[src/rtl/ram_burst_ctrl.sv]
// Burst initiator for a single-port synchronous-write / async-read RAM.
// Host issues (addr, len, dir) commands; beats stream in/out with valid/ready.
module ram_burst_ctrl #(
    parameter int unsigned ADDR_W = 10,
    parameter int unsigned DATA_W = 32,
    parameter int unsigned LEN_W  = 11
) (
    input  logic              clk,
    input  logic              rst,
    input  logic              cmd_valid,
    output logic              cmd_ready,
    input  logic              cmd_write,
    input  logic [ADDR_W-1:0] cmd_addr,
    input  logic [LEN_W-1:0]  cmd_len,
    input  logic              wr_valid,
    output logic              wr_ready,
    input  logic [DATA_W-1:0] wr_data,
    output logic              rd_valid,
    input  logic              rd_ready,
    output logic [DATA_W-1:0] rd_data,
    output logic              busy,
    output logic              done,
    output logic              ram_we,
    output logic [ADDR_W-1:0] ram_addr,
    output logic [DATA_W-1:0] ram_wdata,
    input  logic [DATA_W-1:0] ram_rdata
);

    localparam int unsigned DEPTH = 1 << ADDR_W;

    typedef enum logic [1:0] {
        IDLE  = 2'd0,
        WRITE = 2'd1,
        READ  = 2'd2,
        DONE  = 2'd3
    } state_t;

    state_t             state;
    logic [ADDR_W-1:0]  cur_addr;
    logic [LEN_W-1:0]   remaining;
    logic [LEN_W-1:0]   issue_left;
    logic [LEN_W-1:0]   len_eff;
    logic               load;

    // Oversized lengths are clamped to one full pass over the RAM.
    assign len_eff = ({1'b0, cmd_len} > (LEN_W+1)'(DEPTH)) ? LEN_W'(DEPTH) : cmd_len;

    // Read output register refills whenever it is empty or being drained.
    assign load = (state == READ) && (!rd_valid || rd_ready) && (issue_left != '0);

    assign ram_we    = wr_ready && wr_valid && !rst;
    assign ram_addr  = cur_addr;
    assign ram_wdata = wr_data;

    always_ff @(posedge clk) begin
        if (rst) begin
            state      <= IDLE;
            cmd_ready  <= 1'b1;
            busy       <= 1'b0;
            done       <= 1'b0;
            wr_ready   <= 1'b0;
            rd_valid   <= 1'b0;
            rd_data    <= '0;
            cur_addr   <= '0;
            remaining  <= '0;
            issue_left <= '0;
        end else begin
            done <= 1'b0;
            case (state)
                IDLE: begin
                    if (cmd_valid && cmd_ready) begin
                        cur_addr   <= cmd_addr;
                        remaining  <= len_eff;
                        issue_left <= len_eff;
                        cmd_ready  <= 1'b0;
                        busy       <= 1'b1;
                        if (len_eff == '0) begin
                            state <= DONE;
                            done  <= 1'b1;
                        end else if (cmd_write) begin
                            state    <= WRITE;
                            wr_ready <= 1'b1;
                        end else begin
                            state <= READ;
                        end
                    end
                end
                WRITE: begin
                    if (wr_valid) begin
                        cur_addr  <= cur_addr + ADDR_W'(1);
                        remaining <= remaining - LEN_W'(1);
                        if (remaining == LEN_W'(1)) begin
                            state    <= DONE;
                            wr_ready <= 1'b0;
                            done     <= 1'b1;
                        end
                    end
                end
                READ: begin
                    if (load) begin
                        rd_data    <= ram_rdata;
                        rd_valid   <= 1'b1;
                        cur_addr   <= cur_addr + ADDR_W'(1);
                        issue_left <= issue_left - LEN_W'(1);
                    end else if (rd_ready) begin
                        rd_valid <= 1'b0;
                    end
                    // Burst ends on the consumer handshake of the last beat.
                    if (rd_valid && rd_ready) begin
                        remaining <= remaining - LEN_W'(1);
                        if (remaining == LEN_W'(1)) begin
                            state <= DONE;
                            done  <= 1'b1;
                        end
                    end
                end
                DONE: begin
                    state     <= IDLE;
                    cmd_ready <= 1'b1;
                    busy      <= 1'b0;
                end
                default: state <= IDLE;
            endcase
        end
    end

endmodule

[config.mk]
export PLATFORM = sky130hd
export DESIGN_NAME = ram_burst_ctrl
export DESIGN_NICKNAME = d
export VERILOG_FILES = /design/src/rtl/ram_burst_ctrl.sv
export SDC_FILE = /design/constraint.sdc
export NUM_CORES = 1
export LEC_CHECK = 0
export CAP_MARGIN = 10
export CELL_PAD_IN_SITES_DETAIL_PLACEMENT = 2
export CELL_PAD_IN_SITES_GLOBAL_PLACEMENT = 2
export CORE_UTILIZATION = 26
export DETAILED_ROUTE_END_ITERATION = 10
export GPL_TIMING_DRIVEN = 0
export PLACE_DENSITY = 0.82
export SYNTH_ARGS = -nofsm -noshare
export SYNTH_HDL_FRONTEND = slang
export SYNTH_SLANG_ARGS = --single-unit
[constraint.sdc]
create_clock -name clk -period 4.3 [get_ports clk]
set_clock_uncertainty 0.15 [all_clocks]
set_input_delay 0.86 -clock clk [delete_from_list [all_inputs] [get_ports clk]]
set_output_delay 0.86 -clock clk [all_outputs]
set_load 0.05 [all_outputs]
Word-level counts from Yosys, hierarchy flattened
Index checks and enable logic that the tools add are counted.
{"block": "classes", "add_sub_neg": 3, "multipliers": 0, "div": 0, "magnitude_cmp": 1, "eq_ne": 11, "shift": 0, "muxes": 36, "n_bitwise": 0, "n_reduce_logical": 25}
{"op": "11-bit two-way mux", "n": 5}
{"op": "11-bit case mux with 3 select lines", "n": 1}
{"op": "10-bit two-way mux", "n": 3}
{"op": "10-bit case mux with 3 select lines", "n": 1}
{"op": "11-bit case mux with 2 select lines", "n": 1}
{"op": "11-bit by 1-bit subtractor with 11-bit output, second input constant", "n": 2}
{"op": "1-bit two-way mux", "n": 14}
{"op": "2-bit two-way mux", "n": 6}
{"op": "2-bit inequality test, second input constant", "n": 6}
{"op": "11-bit by 1-bit == test with 1-bit output, second input constant", "n": 1}
{"op": "11-bit > comparator, second input constant", "n": 1}
{"op": "11-bit logical NOT", "n": 1}
{"op": "11-bit nonzero test", "n": 1}
{"op": "10-bit by 1-bit adder with 10-bit output, second input constant", "n": 1}
{"op": "2-bit case mux with 4 select lines", "n": 1}
{"op": "4-bit AND reduction", "n": 2}
{"op": "2-bit nonzero test", "n": 4}
{"op": "1-bit logical AND", "n": 6}
{"op": "1-bit case mux with 2 select lines", "n": 3}
{"op": "2-bit AND reduction", "n": 3}
{"op": "3-bit AND reduction", "n": 2}
{"op": "6-bit AND reduction", "n": 1}
{"op": "2-bit == test, second input constant", "n": 2}
{"op": "1-bit case mux with 3 select lines", "n": 1}
{"op": "6 further kinds", "n": 7}
{"block": "totals", "reg_bits": 71, "latchBits": 0, "ramBits": 0, "romBits": 0, "in_bits": 91, "out_inout_bits": 80, "elab_cells": 86, "mem_count": 0}

Longest topological paths before layout
{"block": "depth", "depth_word": 6, "mapped_depth": 9, "depth_no_buf": 6}

Least setup slack after synthesis
Ideal clock, no wire load.
{"block": "synth_timing", "path_type": "input-to-reg", "from": "input cmd_len[6]", "to": "register state[0]", "setup_time_ps": 72, "arrival_ps": 2364, "t_required_ps": 4078, "setup_slack_ps": 1714, "cell_stages": 4, "path_buffers": 0, "path_cell_list": "or4_1 -> or4_4 -> a311o_1 -> mux2i_1"}
{"block": "synth_via", "elab_chain_cells": 6}
{"element": "start: declaration", "line": "14", "text": "input logic [LEN_W-1:0] cmd_len,"}
{"element": "11-bit > comparator", "line": "46", "text": "assign len_eff = ({1'b0, cmd_len} > (LEN_W+1)'(DEPTH)) ? LEN_W'(DEPTH) : cmd_len;"}
{"element": "11-bit two-way mux *", "line": "46"}
{"element": "11-bit logical NOT *", "line": "77", "text": "if (len_eff == '0) begin"}
{"element": "2-bit two-way mux *", "line": "77"}
{"element": "2-bit two-way mux *", "line": "71", "text": "if (cmd_valid && cmd_ready) begin"}
{"element": "2-bit case mux with 4 select lines *", "line": "69", "text": "case (state)"}
{"element": "end signal: assignment", "line": "78", "text": "state <= DONE;"}
{"element": "end signal: assignment", "line": "81", "text": "state <= WRITE;"}
{"element": "end signal: assignment", "line": "84", "text": "state <= READ;"}
{"element": "end: declaration", "line": "38", "text": "state_t state;"}
Mark *: on every way between the ends. The rest lies on a longest branch, timed or not. The select of a mux whose other input is x is not followed.
A chain may end at the register's enable or synchronous reset.

Final worst setup path
{"block": "layout_timing", "from": "input rst", "to": "output ram_we"}
{"block": "layout_via", "elab_chain_cells": 2}
{"element": "start: declaration", "line": "9", "text": "input logic rst,"}
{"element": "1-bit logical NOT", "line": "51", "text": "assign ram_we = wr_ready && wr_valid && !rst;"}
{"element": "1-bit logical AND", "line": "51"}
{"element": "end: declaration", "line": "23", "text": "output logic ram_we,"}
No other way between the ends.

==> impl_metrics.env <==
export IMPL_fin_crit_sh=0.856
export IMPL_yosysWarnings=0
export IMPL_rsz0062_at_grt="false"
export IMPL_synth_compound_area_frac=0.276
export IMPL_cp_data_required_time_ps=3290
export IMPL_wl_met1_mm=7.70
export IMPL_ant_nets=0
export IMPL_ios=171
export IMPL_grt_ovfl_total=0
export IMPL_cts_resized=0
export IMPL_worstSetupStartpointType="primary input"
export IMPL_drv_slew=0
export IMPL_ff_latch_area_um2=1420
export IMPL_avgRoutedWirePerCell_um=20.0
export IMPL_cts_tree="built"
export IMPL_cts_path_max_buffers=2
export IMPL_crit_arrival_ps=2670
export IMPL_vias_per_cell=5.29
export IMPL_grt_max_degree=13
export IMPL_hold_viol_final=0
export IMPL_multiInputGateArea_um2=2310
export IMPL_syn_nets=621
export IMPL_crit_fanout=8
export IMPL_yosysTopAreaCell="dfxtp_1"
export IMPL_ys_flop_type="dfxtp_1"
export IMPL_antenna_cells=0
export IMPL_cts_hold_buf=0
export IMPL_dr_wl_met2_mm=8.84
export IMPL_min_path_type="register to register"
export IMPL_numCtsBuffers=9
export IMPL_drive_above_1_share=0.124
export IMPL_max_stage_delay_ps=800
export IMPL_dp_slack_ps=454
export IMPL_routabilityCongestion=0.820
export IMPL_worst_pin_slew_ps=918
export IMPL_setup_ws_ps=619
export IMPL_cp_cell_sequence="clkdlybuf4s50_1 -> inv_1 -> and3_1 -> clkdlybuf4s50_1"
export IMPL_initial_utilization=0.267
export IMPL_setup_tns_ps=0
export IMPL_synth_top_cell_area_share=0.333
export IMPL_synth_area_per_cell_um2=8.18
export IMPL_wl_met3_um=953
export IMPL_setup_violations=0
export IMPL_dpl_hpwl_mm=13.3
export IMPL_drt_iter0_markers=187
export IMPL_grt_pass1_vias=5113
export IMPL_fin_nets=770
export IMPL_synth_top_family_by_area="compound AO/OA/AOI/OAI gates"
export IMPL_place_port_buffers=137
export IMPL_post_cts_buffers=0
export IMPL_async_reset_ff_frac=0
export IMPL_max_cap_violations=0
export IMPL_synth_adder_area_share=0.0264
export IMPL_dr_pass1_iters=4
export IMPL_status="completed"
export IMPL_crit_path_end_kind="output port"
export IMPL_crit_type="primary input to output port"
export IMPL_vdd_drop_max_mv=0.283
export IMPL_die_height_um=130
export IMPL_syn_area_um2=4260
export IMPL_cts_htree_levels=3
export IMPL_cp_slowest_cell="clkdlybuf4s50_1"
export IMPL_vias=4713
export IMPL_area_growth_pct=46.6
export IMPL_synth_most_common_cell="dfxtp_1"
export IMPL_dp_cells=874
export IMPL_synthTopCellsByCount="71 x dfxtp_1, 60 x a21oi_1, 47 x o21ai_0, 32 x buf_4, 31 x clkbuf_1"
export IMPL_fp_dieW_um=130
export IMPL_wl_mm=17.8
export IMPL_core_um2=15900
export IMPL_synth_mux_area_frac=0.0164
export IMPL_drc_errors=0
export IMPL_cpMostUsedCell="clkdlybuf4s50_1"
export IMPL_synthCells=521
export IMPL_whs_ps=328
export IMPL_cts_num_sinks=71
export IMPL_netlist_top_cells_area="dfxtp_1 33%, a21oi_1 7.0%, buf_4 5.6%"
export IMPL_clock_latency_ps=340
export IMPL_synthXorXnorAreaFrac=0
export IMPL_yosysSeqAreaShare=0.333
export IMPL_synth_seq_cells=71
export IMPL_grt_pass1_wl_mm=27.4
export IMPL_track_usage=0.211
export IMPL_synth_edf_count=0
export IMPL_slew_headroom=0.387
export IMPL_root_buffer="clkbuf_16"
export IMPL_fmax_ghz=0.272
export IMPL_fillCellCount=1830
export IMPL_synth_cell_type_count=69
export IMPL_power_density_nw_per_um2=720
export IMPL_fin_cells=891
export IMPL_clk_pin_slew_worst_paths_ps=50
export IMPL_rows=46
export IMPL_min_period_ps=3680
export IMPL_top_layer="met4"
export IMPL_yosys_area_share_simple=0.222
export IMPL_power_leakage_nw=2.20
export IMPL_antenna_found_initial=0
export IMPL_dieArea_um2=16900
[power by group]
part | switching, W | internal (W) | total [W] | leakage (nW)
clock | 0.000308 | 0.000566 | 0.000874 | 0.166
sequential | 0.000183 | 0.000827 | 0.00101 | 0.579
combinational | 0.00171 | 0.000909 | 0.00262 | 1.45
total | 0.00220 | 0.00230 | 0.00450 | 2.20
[sequential cells by signal (all words and copies together), names as in the netlist, 2 cells and up]
signal / flops
rd_data: 32
issue_left: 11
remaining: 11
state: 2
ram_addr: 10
[cell usage in the layout (no fill, tap or decap), types with 11 or more instances in the layout]
cell / instances
o31ai_1: 12
inv_1: 14
nand3_2: 11
a21oi_1: 60
clkdlybuf4s50_1: 137
o21ai_0: 47
nand2_1: 29
clkbuf_1: 32
nand3_1: 29
buf_4: 32
dfxtp_1: 71
nor2_1: 16
[cells by family after synthesis]
kind of cell | after synthesis
AND/OR/NAND/NOR | 159
buffers and inverters | 92
flip-flops | 71
AO/OA/AOI/OAI | 183
adder cells (fa/ha/maj) | 9
multiplexers | 7
[through the flow]
stage | utilization | area, um2 | power [W]
after floorplan | - | 4260 | 0.00276
after global placement | 0.370 | 5910 | 0.00347
after detailed placement | 0.370 | 5910 | 0.00361
after CTS | 0.392 | 6240 | 0.00452
after global routing | 0.392 | 6250 | 0.00476
final | 0.392 | 6250 | 0.00450
[critical path: cells and delay by family]
kind                   cells  cell delay (ps)
buffers and inverters      3             1600
AND/OR/NAND/NOR            1              210
[final cells by class]
type / count / area share
plain buffers: 76 / 0.0759
repair buffers: 138 / 0.221
multi-input cells: 358 / 0.369
inverters: 16 / 0.00961
clock buffers: 10 / 0.0366
flip-flops and latches: 71 / 0.227
well taps: 216 / 0.0432
clock inverters: 6 / 0.0174
[path summary, 6_finish.rpt]
path / start / to / slack (ps) / cells after the start
worst max register to register: state[0]$_SDFFE_PP0P_ / remaining[9]$_SDFFE_PP0P_ / 1340 / 8
worst min-delay path: rd_data[24]$_SDFFE_PP0P_ / rd_data[24]$_SDFFE_PP0P_ / 330 / 2
worst min register to register: rd_data[24]$_SDFFE_PP0P_ / rd_data[24]$_SDFFE_PP0P_ / 330 / 2
worst max-delay path: rst / ram_we / 620 / 4
[metal layers]
metal / up-vias / GRT usage
li1: 2209 / -
met1: 2322 / 0.251
met2: 155 / 0.381
met3: 27 / 0.0422
met4: 0 / 0.0650
met5: - / 0
Note: power is estimated with default switching activity, not from simulation.
